==> config.mk <==
export PLATFORM = sky130hd
export DESIGN_NAME = mem_bus_arbiter_flat
export DESIGN_NICKNAME = d
export VERILOG_FILES = /design/src/rtl/mem_bus_arbiter_if.sv /design/src/rtl/mem_bus_arbiter.sv /design/src/flat_wrapper.sv
export SDC_FILE = /design/constraint.sdc
export NUM_CORES = 1
export LEC_CHECK = 0
export CAP_MARGIN = 20
export CORE_AREA = 4 4 104 106
export CTS_CLUSTER_DIAMETER = 80
export DETAILED_ROUTE_END_ITERATION = 6
export DIE_AREA = 0 0 108 110
export DONT_BUFFER_PORTS = 1
export PLACE_DENSITY = 0.38
export SLEW_MARGIN = 20
export SYNTH_ARGS = -nofsm -noshare
export SYNTH_HDL_FRONTEND = slang
export SYNTH_SLANG_ARGS = --single-unit
==> constraint.sdc <==
create_clock -name clk -period 1.75 [get_ports clk]
set_input_delay 0.175 -clock clk [delete_from_list [all_inputs] [get_ports clk]]
set_output_delay 0.175 -clock clk [all_outputs]
set_load 0.03 [all_outputs]
==> src/rtl/mem_bus_arbiter_if.sv <==
// Bus bundle around mem_bus_arbiter: two requester ports (IC, DC) plus the shared memory bus.
// The arbiter uses the slave view; the requesters/memory side uses the master view.
interface mem_bus_arbiter_if;
    logic [31:0] ic_busaddr;
    logic        ic_rd_req;
    logic        ic_rw_wait;
    logic [31:0] ic_rd_data;

    logic [31:0] dc_busaddr;
    logic        dc_rd_req;
    logic        dc_wr_req;
    logic [31:0] dc_wr_data;
    logic [2:0]  dc_data_size;
    logic        dc_rw_wait;
    logic [31:0] dc_rd_data;

    logic [31:0] mem_busaddr;
    logic        mem_rd_req;
    logic        mem_wr_req;
    logic [31:0] mem_wr_data;
    logic [2:0]  mem_data_size;
    logic        mem_wait;
    logic [31:0] mem_rd_data;

    logic [1:0]  grant;

    modport slave (
        input  ic_busaddr, ic_rd_req,
        output ic_rw_wait, ic_rd_data,
        input  dc_busaddr, dc_rd_req, dc_wr_req, dc_wr_data, dc_data_size,
        output dc_rw_wait, dc_rd_data,
        output mem_busaddr, mem_rd_req, mem_wr_req, mem_wr_data, mem_data_size,
        input  mem_wait, mem_rd_data,
        output grant
    );

    modport master (
        output ic_busaddr, ic_rd_req,
        input  ic_rw_wait, ic_rd_data,
        output dc_busaddr, dc_rd_req, dc_wr_req, dc_wr_data, dc_data_size,
        input  dc_rw_wait, dc_rd_data,
        input  mem_busaddr, mem_rd_req, mem_wr_req, mem_wr_data, mem_data_size,
        output mem_wait, mem_rd_data,
        input  grant
    );
endinterface

==> src/rtl/mem_bus_arbiter.sv <==
// Shares one memory bus between instruction fetch (IC) and the Memory stage (DC).
// DC has priority; a saturating starvation counter forces IC in after STARVE_LIMIT DC grants.
module mem_bus_arbiter #(
    parameter int unsigned STARVE_LIMIT = 4
) (
    input  logic               clk,
    input  logic               rst,
    mem_bus_arbiter_if.slave   bus
);

    localparam int unsigned CNT_W = 4;
    localparam logic [CNT_W-1:0] CNT_MAX = CNT_W'(15);
    localparam logic [CNT_W-1:0] LIMIT   = CNT_W'(STARVE_LIMIT);
    localparam logic [2:0]       SIZE_WORD = 3'b100;

    typedef enum logic [1:0] {
        IDLE   = 2'b00,
        OWN_IC = 2'b01,
        OWN_DC = 2'b10
    } state_e;

    state_e           state_q, state_d, arb;
    logic [CNT_W-1:0] starve_cnt_q, starve_cnt_d;
    logic [CNT_W-1:0] cnt_inc, cnt_eff;
    logic             ic_req, dc_req, ic_active, dc_active, dc_done, starved;

    // Request decode and the arbitration choice for this cycle
    always_comb begin
        ic_req    = bus.ic_rd_req;
        dc_req    = bus.dc_rd_req | bus.dc_wr_req;
        ic_active = (state_q == OWN_IC) && ic_req;
        dc_active = (state_q == OWN_DC) && dc_req;
        dc_done   = dc_active && !bus.mem_wait;
        cnt_inc   = (starve_cnt_q == CNT_MAX) ? CNT_MAX : starve_cnt_q + CNT_W'(1);
        // A DC completion this cycle already counts, so IC gets in right after the limit-th DC grant
        cnt_eff   = (dc_done && ic_req) ? cnt_inc : starve_cnt_q;
        starved   = ic_req && (cnt_eff >= LIMIT);
        if (dc_req && !starved) begin
            arb = OWN_DC;
        end else if (ic_req) begin
            arb = OWN_IC;
        end else begin
            arb = IDLE;
        end
    end

    // State and starvation counter registers
    always_ff @(posedge clk) begin
        if (rst) begin
            state_q      <= IDLE;
            starve_cnt_q <= '0;
        end else begin
            state_q      <= state_d;
            starve_cnt_q <= starve_cnt_d;
        end
    end

    // Next state: ownership moves only on a completion or when the owner has no request
    always_comb begin
        state_d      = state_q;
        starve_cnt_d = starve_cnt_q;
        unique case (state_q)
            IDLE: state_d = arb;
            OWN_IC: begin
                if (!ic_req) begin
                    state_d = arb;
                end else if (!bus.mem_wait && (arb == OWN_DC)) begin
                    state_d = OWN_DC;
                end
            end
            OWN_DC: begin
                if (!dc_req) begin
                    state_d = arb;
                end else if (!bus.mem_wait && (arb == OWN_IC)) begin
                    state_d = OWN_IC;
                end
            end
            default: state_d = IDLE;
        endcase
        if (!ic_req || (state_d == OWN_IC)) begin
            starve_cnt_d = '0;
        end else begin
            starve_cnt_d = cnt_eff;
        end
    end

    assign bus.grant      = state_q;
    assign bus.ic_rd_data = bus.mem_rd_data;
    assign bus.dc_rd_data = bus.mem_rd_data;

    // Bus pass-through for the active owner; a requester not being served simply waits
    always_comb begin
        bus.mem_busaddr   = '0;
        bus.mem_wr_data   = '0;
        bus.mem_data_size = '0;
        bus.mem_rd_req    = 1'b0;
        bus.mem_wr_req    = 1'b0;
        bus.ic_rw_wait    = ic_req;
        bus.dc_rw_wait    = dc_req;
        if (!rst) begin
            if (ic_active) begin
                bus.mem_busaddr   = bus.ic_busaddr;
                bus.mem_data_size = SIZE_WORD;
                bus.mem_rd_req    = 1'b1;
                bus.ic_rw_wait    = bus.mem_wait;
            end else if (dc_active) begin
                bus.mem_busaddr   = bus.dc_busaddr;
                bus.mem_wr_data   = bus.dc_wr_data;
                bus.mem_data_size = bus.dc_data_size;
                bus.mem_rd_req    = bus.dc_rd_req;
                bus.mem_wr_req    = bus.dc_wr_req && !bus.dc_rd_req;
                bus.dc_rw_wait    = bus.mem_wait;
            end
        end
    end

endmodule

==> src/flat_wrapper.sv <==
// flat-port wrapper written by rule: the top's interface ports become plain ports
module mem_bus_arbiter_flat 
#(
    parameter int unsigned STARVE_LIMIT = 4
)
  (clk, rst, bus_ic_busaddr, bus_ic_rd_req, bus_ic_rw_wait, bus_ic_rd_data, bus_dc_busaddr, bus_dc_rd_req, bus_dc_wr_req, bus_dc_wr_data, bus_dc_data_size, bus_dc_rw_wait, bus_dc_rd_data, bus_mem_busaddr, bus_mem_rd_req, bus_mem_wr_req, bus_mem_wr_data, bus_mem_data_size, bus_mem_wait, bus_mem_rd_data, bus_grant);
  mem_bus_arbiter_if bus_i ();
  input  logic clk;
  input  logic rst;
  input wire logic [$bits(bus_i.ic_busaddr)-1:0] bus_ic_busaddr;
  input wire logic [$bits(bus_i.ic_rd_req)-1:0] bus_ic_rd_req;
  output wire logic [$bits(bus_i.ic_rw_wait)-1:0] bus_ic_rw_wait;
  output wire logic [$bits(bus_i.ic_rd_data)-1:0] bus_ic_rd_data;
  input wire logic [$bits(bus_i.dc_busaddr)-1:0] bus_dc_busaddr;
  input wire logic [$bits(bus_i.dc_rd_req)-1:0] bus_dc_rd_req;
  input wire logic [$bits(bus_i.dc_wr_req)-1:0] bus_dc_wr_req;
  input wire logic [$bits(bus_i.dc_wr_data)-1:0] bus_dc_wr_data;
  input wire logic [$bits(bus_i.dc_data_size)-1:0] bus_dc_data_size;
  output wire logic [$bits(bus_i.dc_rw_wait)-1:0] bus_dc_rw_wait;
  output wire logic [$bits(bus_i.dc_rd_data)-1:0] bus_dc_rd_data;
  output wire logic [$bits(bus_i.mem_busaddr)-1:0] bus_mem_busaddr;
  output wire logic [$bits(bus_i.mem_rd_req)-1:0] bus_mem_rd_req;
  output wire logic [$bits(bus_i.mem_wr_req)-1:0] bus_mem_wr_req;
  output wire logic [$bits(bus_i.mem_wr_data)-1:0] bus_mem_wr_data;
  output wire logic [$bits(bus_i.mem_data_size)-1:0] bus_mem_data_size;
  input wire logic [$bits(bus_i.mem_wait)-1:0] bus_mem_wait;
  input wire logic [$bits(bus_i.mem_rd_data)-1:0] bus_mem_rd_data;
  output wire logic [$bits(bus_i.grant)-1:0] bus_grant;
  assign bus_i.ic_busaddr = bus_ic_busaddr;
  assign bus_i.ic_rd_req = bus_ic_rd_req;
  assign bus_ic_rw_wait = bus_i.ic_rw_wait;
  assign bus_ic_rd_data = bus_i.ic_rd_data;
  assign bus_i.dc_busaddr = bus_dc_busaddr;
  assign bus_i.dc_rd_req = bus_dc_rd_req;
  assign bus_i.dc_wr_req = bus_dc_wr_req;
  assign bus_i.dc_wr_data = bus_dc_wr_data;
  assign bus_i.dc_data_size = bus_dc_data_size;
  assign bus_dc_rw_wait = bus_i.dc_rw_wait;
  assign bus_dc_rd_data = bus_i.dc_rd_data;
  assign bus_mem_busaddr = bus_i.mem_busaddr;
  assign bus_mem_rd_req = bus_i.mem_rd_req;
  assign bus_mem_wr_req = bus_i.mem_wr_req;
  assign bus_mem_wr_data = bus_i.mem_wr_data;
  assign bus_mem_data_size = bus_i.mem_data_size;
  assign bus_i.mem_wait = bus_mem_wait;
  assign bus_i.mem_rd_data = bus_mem_rd_data;
  assign bus_grant = bus_i.grant;
  mem_bus_arbiter #(.STARVE_LIMIT(STARVE_LIMIT)) u_core (.clk(clk), .rst(rst), .bus(bus_i));
endmodule
==> reports/qor.csv, run 1 <==
stage;metric;value;unit
run_status;outcome;finished, violations left;
run_status;violations;setup timing;
layout;area.growth.synth_to_final;79.0;%
place;gp_congestion;0.722;
grt;antenna_found_initial;0;
timing;fmax;552;MHz
pwr;swShare;35.3;%
layout;nNetsFinal;335;
detailed_routing;vias_per_cell;4.30;
detailed_routing;drt-wirelength-per-cell;21.0;um
synth;yosysTopAreaCellShare;32.3;%
grt;grt_pass1_vias;1370;
detailed_routing;final_antenna_net_count;0;
job;maxCapViolCount;0;
clock_network;tritoncts;yes;
floorplanning;initial_core_util;15.5;%
pwr;p_leak;1.11;nW
timing;rsz0062_at_grt;yes;
layout;multi_input_area;1210;sq um
floorplanning;die_area;11900;sq um
clock_network;clock_latency;0.22;ns
pwr;power_density;326;nW/um^2
timing;setup_viol;32;
clock_network;numCtsBuffers;3;
synth;ys_seq_area_share;7.95;%
timing;relSlewSlack;68.5;%
timing;worst_pin_slew;0.468;ns
detailed_routing;drcViolationCount;0;
timing;hold_violations;0;
synth;netlist_instances;202;
synth;synth-edff-count;0;
detailed_routing;vias;1412;
layout;fin_cells;328;
pwr;clkPwrFrac;23.5;%
floorplanning;row_count;36;
place;place_hpwl;5100;um
synth;synth_top_area_cell;buf_4;
synth;synth_nets;340;
worst_hold_path;hold_class;primary input to flip-flop;
synth;ys_types;30;
synth;synth_common_cells;buf_4 (65), and2_1 (35), a22o_1 (32), nor2_1 (10), buf_2 (7);
clock_network;cts_sinks;6;
grt;met1_usage;10.5;%
place;pre_cts_ws;0.0696;ns
synth;avgSynthCellArea;7.48;sq um
grt;use_met2;16.3;%
floorplanning;core_area;9770;sq um
place;placed_cells;314;
layout;fillCellCount;1019;
synth;synth_flop_cell;dfxtp_1;
grt;grt_start_max_net_pins;33;
timing;clock-skew-final;0.00296;ns
setup_path;required;1.57;ns
pwr;power.switching;0.000311;W
layout;drive_gt1_share;69.7;%
clock_network;htree_levels;1;
timing;setup_ws;-0.0602;ns
grt;use_met3;3.73;%
grt;grtUsageTotal;9.15;%
detailed_routing;drt_pass1_iterations;3;
synth;synthArstFlopShare;0;%
layout;seq_area;124;sq um
synth;synth_area_leaders;buf_4 (32%), a22o_1 (19%), and2_1 (14%), dfxtp_1 (7.9%), nor2_1 (2.5%);
detailed_routing;wirelength;6890;um
place;port_buffers;0;
timing;fin_crit_sh;103;%
clock_network;cts_buffer_depth;2;
grt;globalRouteOverflowTotal;0;
layout;antenna_cells;0;
synth;ys_warn_count;0;
pwr;intPower;0.000572;W
detailed_routing;initialDrtViolationCount;49;
grt;busiest_layer;met2;
pwr;combPwrFrac;60.2;%
setup_path;end_kind;primary output;
synth;synth_most_common_cell;buf_4;
pwr;ir_drop;0.000391;V
setup_path;worstPathMaxFanout;6;
floorplanning;fp.dieH;110;um
floorplanning;dieWidth;108;um
setup_path;start_kind;flip-flop;
setup_path;worstSetupPathType;flip-flop to primary output;
grt;grt_pass1_wl;8400;um
timing;finalMaxSlewViolations;0;
timing;post-route-min-period;1.81;ns
pwr;pwr-share-seq;16.3;%
clock_network;cts_hold_buf;0;
setup_path;r2r_slack;0.12;ns
clock_network;clkTransAtPathRegs;0.04;ns
synth;synth_area;1510;sq um
clock_network;cts_root_buf;clkbuf_8;
setup_path;crit_arrival;1.64;ns
synth;synth_seq_cells;6;
floorplanning;io_pins;274;
==> area by class of cell <==
| type | count | share of cell area [%] |
|---|---|---|
| clock buffers | 3 | 1.53 |
| inverters | 1 | 0.139 |
| multi-input cells | 119 | 44.6 |
| flip-flops and latches | 6 | 4.58 |
| well taps | 133 | 6.15 |
| repair buffers | 66 | 43.0 |
==> power groups by stage <==
stage / sequential, W / clock, W / combinational (W)
after floorplan: 0.000150 / 0 / 0.000503
after global placement: 0.000145 / 0 / 0.000423
after detailed placement: 0.000145 / 0 / 0.000423
after CTS: 0.000143 / 0.000217 / 0.000473
after global routing: 0.000144 / 0.000235 / 0.000555
final: 0.000144 / 0.000207 / 0.000532
==> worst max-delay path, stage by stage (launching register included) <==
cell	delay, ns
dfxtp_2	0.31
and2b_1	0.19
nor3b_4	0.26
buf_6	0.19
buf_12	0.13
a22o_1	0.20
buf_12	0.13
==> worst paths after layout <==
path                             to  depth (start not counted)                    from
min             u_core.bus.grant[1]                          1           bus_ic_rd_req
max              bus_mem_busaddr[5]                          6     u_core.bus.grant[0]
min reg2reg  u_core.starve_cnt_q[3]                          1  u_core.starve_cnt_q[3]
max reg2reg  u_core.starve_cnt_q[2]                          5  u_core.starve_cnt_q[1]
==> kinds of logic (layout without fill, tap and decap cells) <==
kind of cell             count (synthesis)  in the layout  share of synthesized area (%)
AO/OA/AOI/OAI                           51             51                           27.6
adder cells (fa/ha/maj)                  1              1                          0.828
buffers and inverters                   77             70                           36.8
flip-flops                               6              6                           7.95
multiplexers                             2              2                           1.32
AND/OR/NAND/NOR                         65             65                           25.4
==> per-layer routing <==
metal  share of wire, %  wire length [um]  up-vias
met5                  0                 0        -
met4               0.44                30        0
met3                 12               825       10
met2                 54              3750      119
met1                 33              2290      649
li1                   -                 -      634
==> what timing repair did <==
item | in CTS | in global routing
endpoints found under the hold margin | 0 | 0
resized for setup | 25 | 53
setup buffers | 3 | 2
cloned | 2 | 4
pin swaps | 10 | 18
setup endpoints to repair | 40 | 72
==> through the flow <==
step | total power (W) | setup TNS, ns | utilization [%] | hold WS (ns) | instance area, sq um
6_report | 0.000883 | -0.479 | 27.7 | 0.0432 | 2710
5_1_grt | 0.000935 | -4.77 | 27.7 | 0.0341 | 2710
4_1_cts | 0.000834 | -1.35 | 24.4 | 0.0388 | 2390
3_5_place_dp | 0.000568 | 0 | 21.5 | 0.276 | 2110
3_3_place_gp | 0.000568 | 0 | 21.5 | 0.278 | 2110
2_1_floorplan | 0.000653 | 0 | - | 0.265 | 1540
==> placed cells by master, fill, tap and decap left out, drive strengths merged <==
cell	n
nor4	1
a211o	1
and3b	1
a311oi	1
nor3b	1
and2b	1
buf	63
ha	1
o311ai	1
nand3	2
a21oi	6
nand3b	1
mux2i	2
nand4bb	1
inv	1
a211oi	3
o31a	2
nand2b	3
a21o	3
a31oi	1
dfxtp	6
nor3	4
and2	35
clkbuf	6
nor2	10
o21ai	1
a22o	32
nand2	5
Note: power is estimated with default switching activity, not from simulation.
==> run 2, diff against run 1 <==
ABC_AREA = 1   (was default)
CORE_AREA = 4 4 105 107   (was 4 4 104 106)
DIE_AREA = 0 0 109 111   (was 0 0 108 110)
PLACE_DENSITY = 0.4   (was 0.38)
TNS_END_PERCENT = 50   (was default)
==> reports/qor.csv, run 2 <==
stage;metric;value;unit;change
run_status;outcome;complete, no violations;;
timing;fin_crit_sh;98.3;%;-5.2 points
grt;grtUsageTotal;8.84;%;-0.31 points
worst_hold_path;hold_start;bus_ic_rd_req;;
layout;antenna_cells;0;;unchanged
clock_network;cts_root_buf;clkbuf_8;;
layout;final_common_cell;nand2_1;;
grt;grt_start_max_net_pins;37;;+12%
setup_path;worstSetupPathType;flip-flop to primary output;;
floorplanning;core_area;10100;sq um;+3.7%
timing;fmax;581;MHz;+5.3%
grt;globalRouteOverflowTotal;0;;unchanged
detailed_routing;vias;1978;;+40%
clock_network;htree_levels;1;;unchanged
worst_hold_path;whs_endpoint;u_core.bus.grant[1];;
layout;drive_gt1_share;48.4;%;-21 points
setup_path;end_kind;primary output;;
timing;relSlewSlack;80.8;%;+12 points
setup_path;required;1.57;ns;about the same
synth;ys_warn_count;0;;unchanged
timing;clock-skew-final;0.00162;ns;-0.00134 ns
synth;synthArstFlopShare;0;%;unchanged
setup_path;critical_path.max_stage_delay;0.33;ns;+0.02 ns
synth;synth_area_leaders;buf_4 (28%), nand2_1 (19%), a21oi_1 (10%), inv_1 (9.8%), nor2_1 (9.8%);;
synth;ys_types;22;;-27%
floorplanning;die_area;12100;sq um;+1.8%
floorplanning;row_count;37;;+2.8%
synth;synth_seq_cells;6;;unchanged
layout;area.growth.synth_to_final;45.2;%;
setup_path;path_cells;inv_2 > nor2_4 > inv_2 > nor2_4 > buf_12 > clkbuf_16 > nand2_1 > a21oi_2 > buf_6;;
detailed_routing;drt-wirelength-per-cell;13.6;um;-35%
detailed_routing;vias_per_cell;4.15;;-3.7%
setup_path;r2r_slack;0.19;ns;+0.07 ns
setup_path;worst_r2r_startpoint;u_core.bus.grant[0];;
timing;worst_pin_slew;0.288;ns;-0.179 ns
detailed_routing;final_antenna_net_count;0;;unchanged
detailed_routing;wirelength;6500;um;-5.6%
synth;ys_seq_area_share;6.95;%;-1.0 points
worst_hold_path;hold_class;primary input to flip-flop;;
layout;fin_cells;477;;+45%
place;gp_congestion;0.828;;+15%
pwr;p_total;0.00107;W;+22%
setup_path;start_kind;flip-flop;;
timing;setup_ws;0.0303;ns;+0.0904 ns
clock_network;clkTransAtPathRegs;0.04;ns;about the same
synth;synth_common_cells;nand2_1 (86), buf_4 (64), inv_1 (45), nor2_1 (45), a21oi_1 (35);;
pwr;p_leak;1.17;nW;+5.4%
synth;yosysTopAreaCellShare;27.8;%;-4.5 points
synth;avgSynthCellArea;5.26;sq um;-30%
timing;hold_violations;0;;unchanged
synth;synth_most_common_cell;nand2_1;;
pwr;power_density;427;nW/um^2;+31%
clock_network;clock_latency;0.23;ns;about the same
timing;post-route-min-period;1.72;ns;-0.0904 ns
setup_path;crit_arrival;1.54;ns;-0.10 ns
setup_path;worstPathMaxFanout;12;;+6
setup_path;crit_buf_inv;5;;+2
grt;grt_pass1_vias;1808;;+32%
synth;synth-edff-count;0;;unchanged
clock_network;tritoncts;yes;;
floorplanning;dieWidth;109;um;+0.93%
floorplanning;fp.dieH;111;um;+0.91%
worst_hold_path;hold_depth;3;;+2
place;place_area;2080;sq um;-1.2%
job;maxCapViolCount;0;;unchanged
synth;synth_flop_cell;dfxtp_1;;
setup_path;path_delay_family;buffers and inverters;;
place;port_buffers;0;;unchanged
synth;synth_top_area_cell;buf_4;;
synth;synth_nets;467;;+37%
setup_path;reg2reg_depth;12;;+7
clock_network;cts_sinks;6;;unchanged
detailed_routing;drcViolationCount;0;;unchanged
timing;finalMaxSlewViolations;0;;unchanged
pwr;ir_drop;0.000156;V;-60%
grt;antenna_found_initial;0;;unchanged
timing;setup_viol;0;;-100%
floorplanning;io_pins;274;;unchanged
floorplanning;initial_core_util;17.1;%;+1.6 points
clock_network;numCtsBuffers;3;;unchanged
place;place_hpwl;5180;um;+1.5%
layout;final_cell_mix;nand2_1 (74), buf_4 (49), inv_1 (43), nor2_1 (37), a21oi_2 (29);;
place;pre_cts_ws;0.138;ns;+0.0683 ns
grt;grt_pass1_wl;8560;um;+1.9%
setup_path;rr_endpoint;u_core.starve_cnt_q[1];;
setup_path;worstSetupPathDepth;9;;+3
synth;netlist_instances;329;;+63%
detailed_routing;initialDrtViolationCount;36;;-27%
timing;rsz0062_at_grt;yes;;
clock_network;cts_buffer_depth;2;;unchanged
setup_path;cp_slowest_cell;dfxtp_2;;
layout;nNetsFinal;481;;+44%
synth;synth_area;1730;sq um;+14%
place;placed_cells;466;;+48%
layout;design_area;2510;sq um;-7.2%
detailed_routing;drt_pass1_iterations;4;;+1
-- run 2: cell count changes after synthesis, moves of 4 or more --
| cell | before | now |
|---|---|---|
| a22o_1 | 32 | 0 |
| nand3_1 | 2 | 7 |
| clkbuf_1 | 2 | 9 |
| inv_1 | 1 | 45 |
| inv_2 | 0 | 4 |
| nand2_1 | 5 | 86 |
| and2_1 | 35 | 0 |
| nor2_1 | 10 | 45 |
| a21oi_1 | 6 | 35 |
| nand2_2 | 0 | 4 |
-- run 2: stage by stage --
stage	hold slack (ns)	utilization (%)	TNS [ns]
2_1_floorplan	0.373	-	-0.108
3_3_place_gp	0.246	20.5	0
3_5_place_dp	0.247	20.5	0
4_1_cts	0.00373	21.1	0
5_1_grt	0.156	24.8	-1.42
6_report	0.155	24.8	0
-- run 2: power breakdown --
| group | internal [W] | switching, W |
|---|---|---|
| Clock | 0.000149 | 0.0000683 |
| Combinational | 0.000270 | 0.000430 |
| Sequential | 0.000146 | 0.00000983 |
-- run 2: how the worst max path moves through the flow --
stage | to | from
2_1_floorplan | bus_mem_data_size[0] | u_core.bus.grant[1]
3_3_place_gp | flip-flop | flip-flop
3_5_place_dp | u_core.starve_cnt_q[1] | flip-flop
4_1_cts | bus_mem_busaddr[18] | u_core.bus.grant[0]
5_1_grt | bus_mem_busaddr[0] | u_core.bus.grant[0]
6_report | bus_mem_busaddr[9] | u_core.bus.grant[0]
-- run 2: repair_timing --
action	4_1_cts	5_1_grt
buffers inserted	0	4
gates resized for setup	4	74
cloned	0	3
hold buffers	0	1
endpoints found under the setup margin	28	74
pin swaps	0	16
hold endpoints to repair	0	1
-- run 2: layer usage --
layer | part of all wire, % | vias up | track usage (%)
met2 | 53 | 133 | 17.9
li1 | - | 954 | -
met3 | 12 | 28 | 2.33
met5 | 0 | - | 0
met1 | 31 | 863 | 7.54
met4 | 3.6 | 0 | 4.55
-- run 2: kinds of logic (layout without fill, tap and decap cells) --
family	Yosys count	in the layout	synth area share [%]
simple gates	155	155	38.6
buf+inv	126	138	41.5
compound gates	41	41	12.2
flops	6	6	6.95
fa+ha+maj	1	1	0.723
-- run 2: area by class of cell --
class                      count  area, sq um
fill                        1130         7630
multi-input combinational    197         1140
timing repair buffer          86          843
inverter                      49          184
tap                          136          170
sequential                     6          128
clock buffer                   3         41.3
-- run 2: worst reg2reg max path, delay by kind of cell (launching register included) --
family	cells	cell delay, ns
flip-flops	1	0.32
AND/OR/NAND/NOR	11	1.03
buffers and inverters	1	0.14
==> run 3, diff against run 2 <==
ABC_CLOCK_PERIOD_IN_PS = 1750   (was default)
CORE_AREA = 4 4 103 105   (was 4 4 105 107)
DIE_AREA = 0 0 107 109   (was 0 0 109 111)
DONT_BUFFER_PORTS = default   (was 1)
PLACE_DENSITY = 0.77   (was 0.4)
==> reports/qor.csv, run 3 (synthesis results as in run 2) <==
stage;metric;value;unit;change
setup_path;worstSetupPathType;flip-flop to primary output;;
setup_path;worstPathMaxFanout;7;;-5
layout;antenna_cells;0;;unchanged
run_status;violations;setup timing;;
timing;fin_crit_sh;102;%;+3.3 points
floorplanning;io_pins;274;;unchanged
clock_network;cts_root_buf;clkbuf_8;;
place;port_buffers;177;;+177
grt;globalRouteOverflowTotal;0;;unchanged
floorplanning;initial_core_util;17.9;%;+0.88 points
clock_network;clock_latency;0.22;ns;about the same
clock_network;htree_levels;1;;unchanged
floorplanning;row_count;36;;-2.7%
layout;final_cell_mix;clkdlybuf4s50_1 (103), nand2_1 (72), buf_4 (51), inv_1 (43), nor2_1 (34);;
detailed_routing;drt_pass1_iterations;6;;+2
floorplanning;core_area;9640;sq um;-4.9%
detailed_routing;wirelength;8340;um;+28%
setup_path;start_kind;flip-flop;;
timing;rsz0062_at_grt;yes;;
setup_path;reg2reg_depth;11;;-1
timing;hold_violations;0;;unchanged
floorplanning;die_area;11700;sq um;-3.6%
clock_network;tritoncts;yes;;
timing;finalSetupTns;-0.0608;ns;-0.0608 ns
place;pre_cts_ws;-0.104;ns;-0.242 ns
timing;relSlewSlack;73.1;%;-7.6 points
clock_network;cts_buffer_depth;2;;unchanged
place;place_hpwl;6390;um;+24%
setup_path;end_kind;primary output;;
timing;setup_viol;10;;+10
worst_hold_path;hold_class;primary input to flip-flop;;
detailed_routing;drcViolationCount;0;;unchanged
setup_path;required;1.57;ns;about the same
layout;nNetsFinal;605;;+26%
pwr;power_density;371;nW/um^2;-13%
grt;grt_pass1_vias;2462;;+36%
job;maxCapViolCount;0;;unchanged
layout;fillCellCount;1005;;-11%
layout;final_common_cell;clkdlybuf4s50_1;;
detailed_routing;final_antenna_net_count;0;;unchanged
detailed_routing;initialDrtViolationCount;88;;+140%
clock_network;cts_sinks;6;;unchanged
layout;drive_gt1_share;40.6;%;-7.7 points
layout;utilization;40.4;%;+16 points
clock_network;numCtsBuffers;3;;unchanged
place;gp_congestion;0.866;;+4.6%
grt;grtUsageTotal;12.7;%;+3.9 points
grt;grt_pass1_wl;11800;um;+38%
layout;area.growth.synth_to_final;125;%;
worst_hold_path;hold_depth;2;;-1
timing;worst_pin_slew;0.400;ns;+0.112 ns
timing;post-route-min-period;1.78;ns;+0.0581 ns
pwr;p_leak;1.72;nW;+48%
layout;design_area;3890;sq um;+55%
clock_network;clkTransAtPathRegs;0.04;ns;about the same
grt;grt_start_max_net_pins;36;;-2.7%
pwr;ir_drop;0.000151;V;-3.1%
floorplanning;fp.dieH;109;um;-1.8%
detailed_routing;vias_per_cell;4.11;;-0.80%
timing;clock-skew-final;0.00499;ns;+0.00337 ns
detailed_routing;drt-wirelength-per-cell;13.9;um;+2.3%
setup_path;crit_arrival;1.60;ns;+0.06 ns
timing;setup_ws;-0.0279;ns;-0.0581 ns
grt;antenna_found_initial;0;;unchanged
timing;finalMaxSlewViolations;0;;unchanged
run_status;outcome;finished, violations left;;
detailed_routing;vias;2460;;+24%
timing;fmax;562;MHz;-3.3%
place;place_area;3400;sq um;+63%
floorplanning;dieWidth;107;um;-1.8%
run 3: cell count changes in the layout (fill, tap and decap cells not counted), sizes merged:
cell           before  now
clkdlybuf4s50       0  103
dlygate4sd2         0    1
dlygate4sd3         1    0
clkbuf              5    4
buf                83  104
dlymetal6s2s        0    1
run 3: final timing paths:
check                           slack [ns]                      to                   start
worst min-delay path                  0.22     u_core.bus.grant[1]                     rst
worst max-delay path                 -0.03     bus_mem_busaddr[27]     u_core.bus.grant[0]
worst max register to register        0.13               flip-flop     u_core.bus.grant[0]
worst min register to register        0.56  u_core.starve_cnt_q[1]  u_core.starve_cnt_q[1]
run 3: routing by layer:
layer	vias to the layer above	track usage, %	part of all wire, %
met4	0	5.66	3.9
met1	1067	11.5	32
met3	37	4.80	13
met5	-	0	0
met2	157	25.1	51
li1	1199	-	-
run 3: cell type report:
cell class | count | area [sq um] | share of cell area (%)
timing repair buffer | 210 | 2240 | 57.6
multi-input combinational | 197 | 1130 | 29.0
inverter | 49 | 186 | 4.79
tap | 133 | 166 | 4.27
sequential | 6 | 129 | 3.31
clock buffer | 3 | 41.3 | 1.06
run 3: report_power, final:
group | total [W] | leakage, nW | internal [W] | switching, W
sequential | 0.000156 | 0.0506 | 0.000145 | 0.0000110
combinational | 0.00109 | 1.65 | 0.000559 | 0.000526
clock | 0.000204 | 0.0216 | 0.000147 | 0.0000562
total | 0.00145 | 1.72 | 0.000852 | 0.000594
run 3: through the flow:
step / std cells / hold slack [ns] / power [W]
finish: 598 / 0.221 / 0.00145
global route: 598 / 0.257 / 0.00153
global placement: 581 / 0.350 / 0.00109
CTS: 594 / 0.231 / 0.00140
floorplan: 329 / 0.373 / 0.000853
detailed placement: 581 / 0.350 / 0.00110
run 3: what timing repair did:
action,4_1_cts,5_1_grt
cloned,3,1
hold buffers,0,0
endpoints found under the setup margin,47,40
pin swaps,12,15
resized for setup,52,30
buffers inserted,7,3
run 3: critical path, stage by stage, from the launching register on:
cell,delay (ns)
dfxtp_4,0.36
inv_4,0.04
nor2_4,0.08
inv_2,0.06
nor2_4,0.12
buf_6,0.12
buf_12,0.11
buf_16,0.13
nand2_2,0.06
a21oi_2,0.15
buf_6,0.15
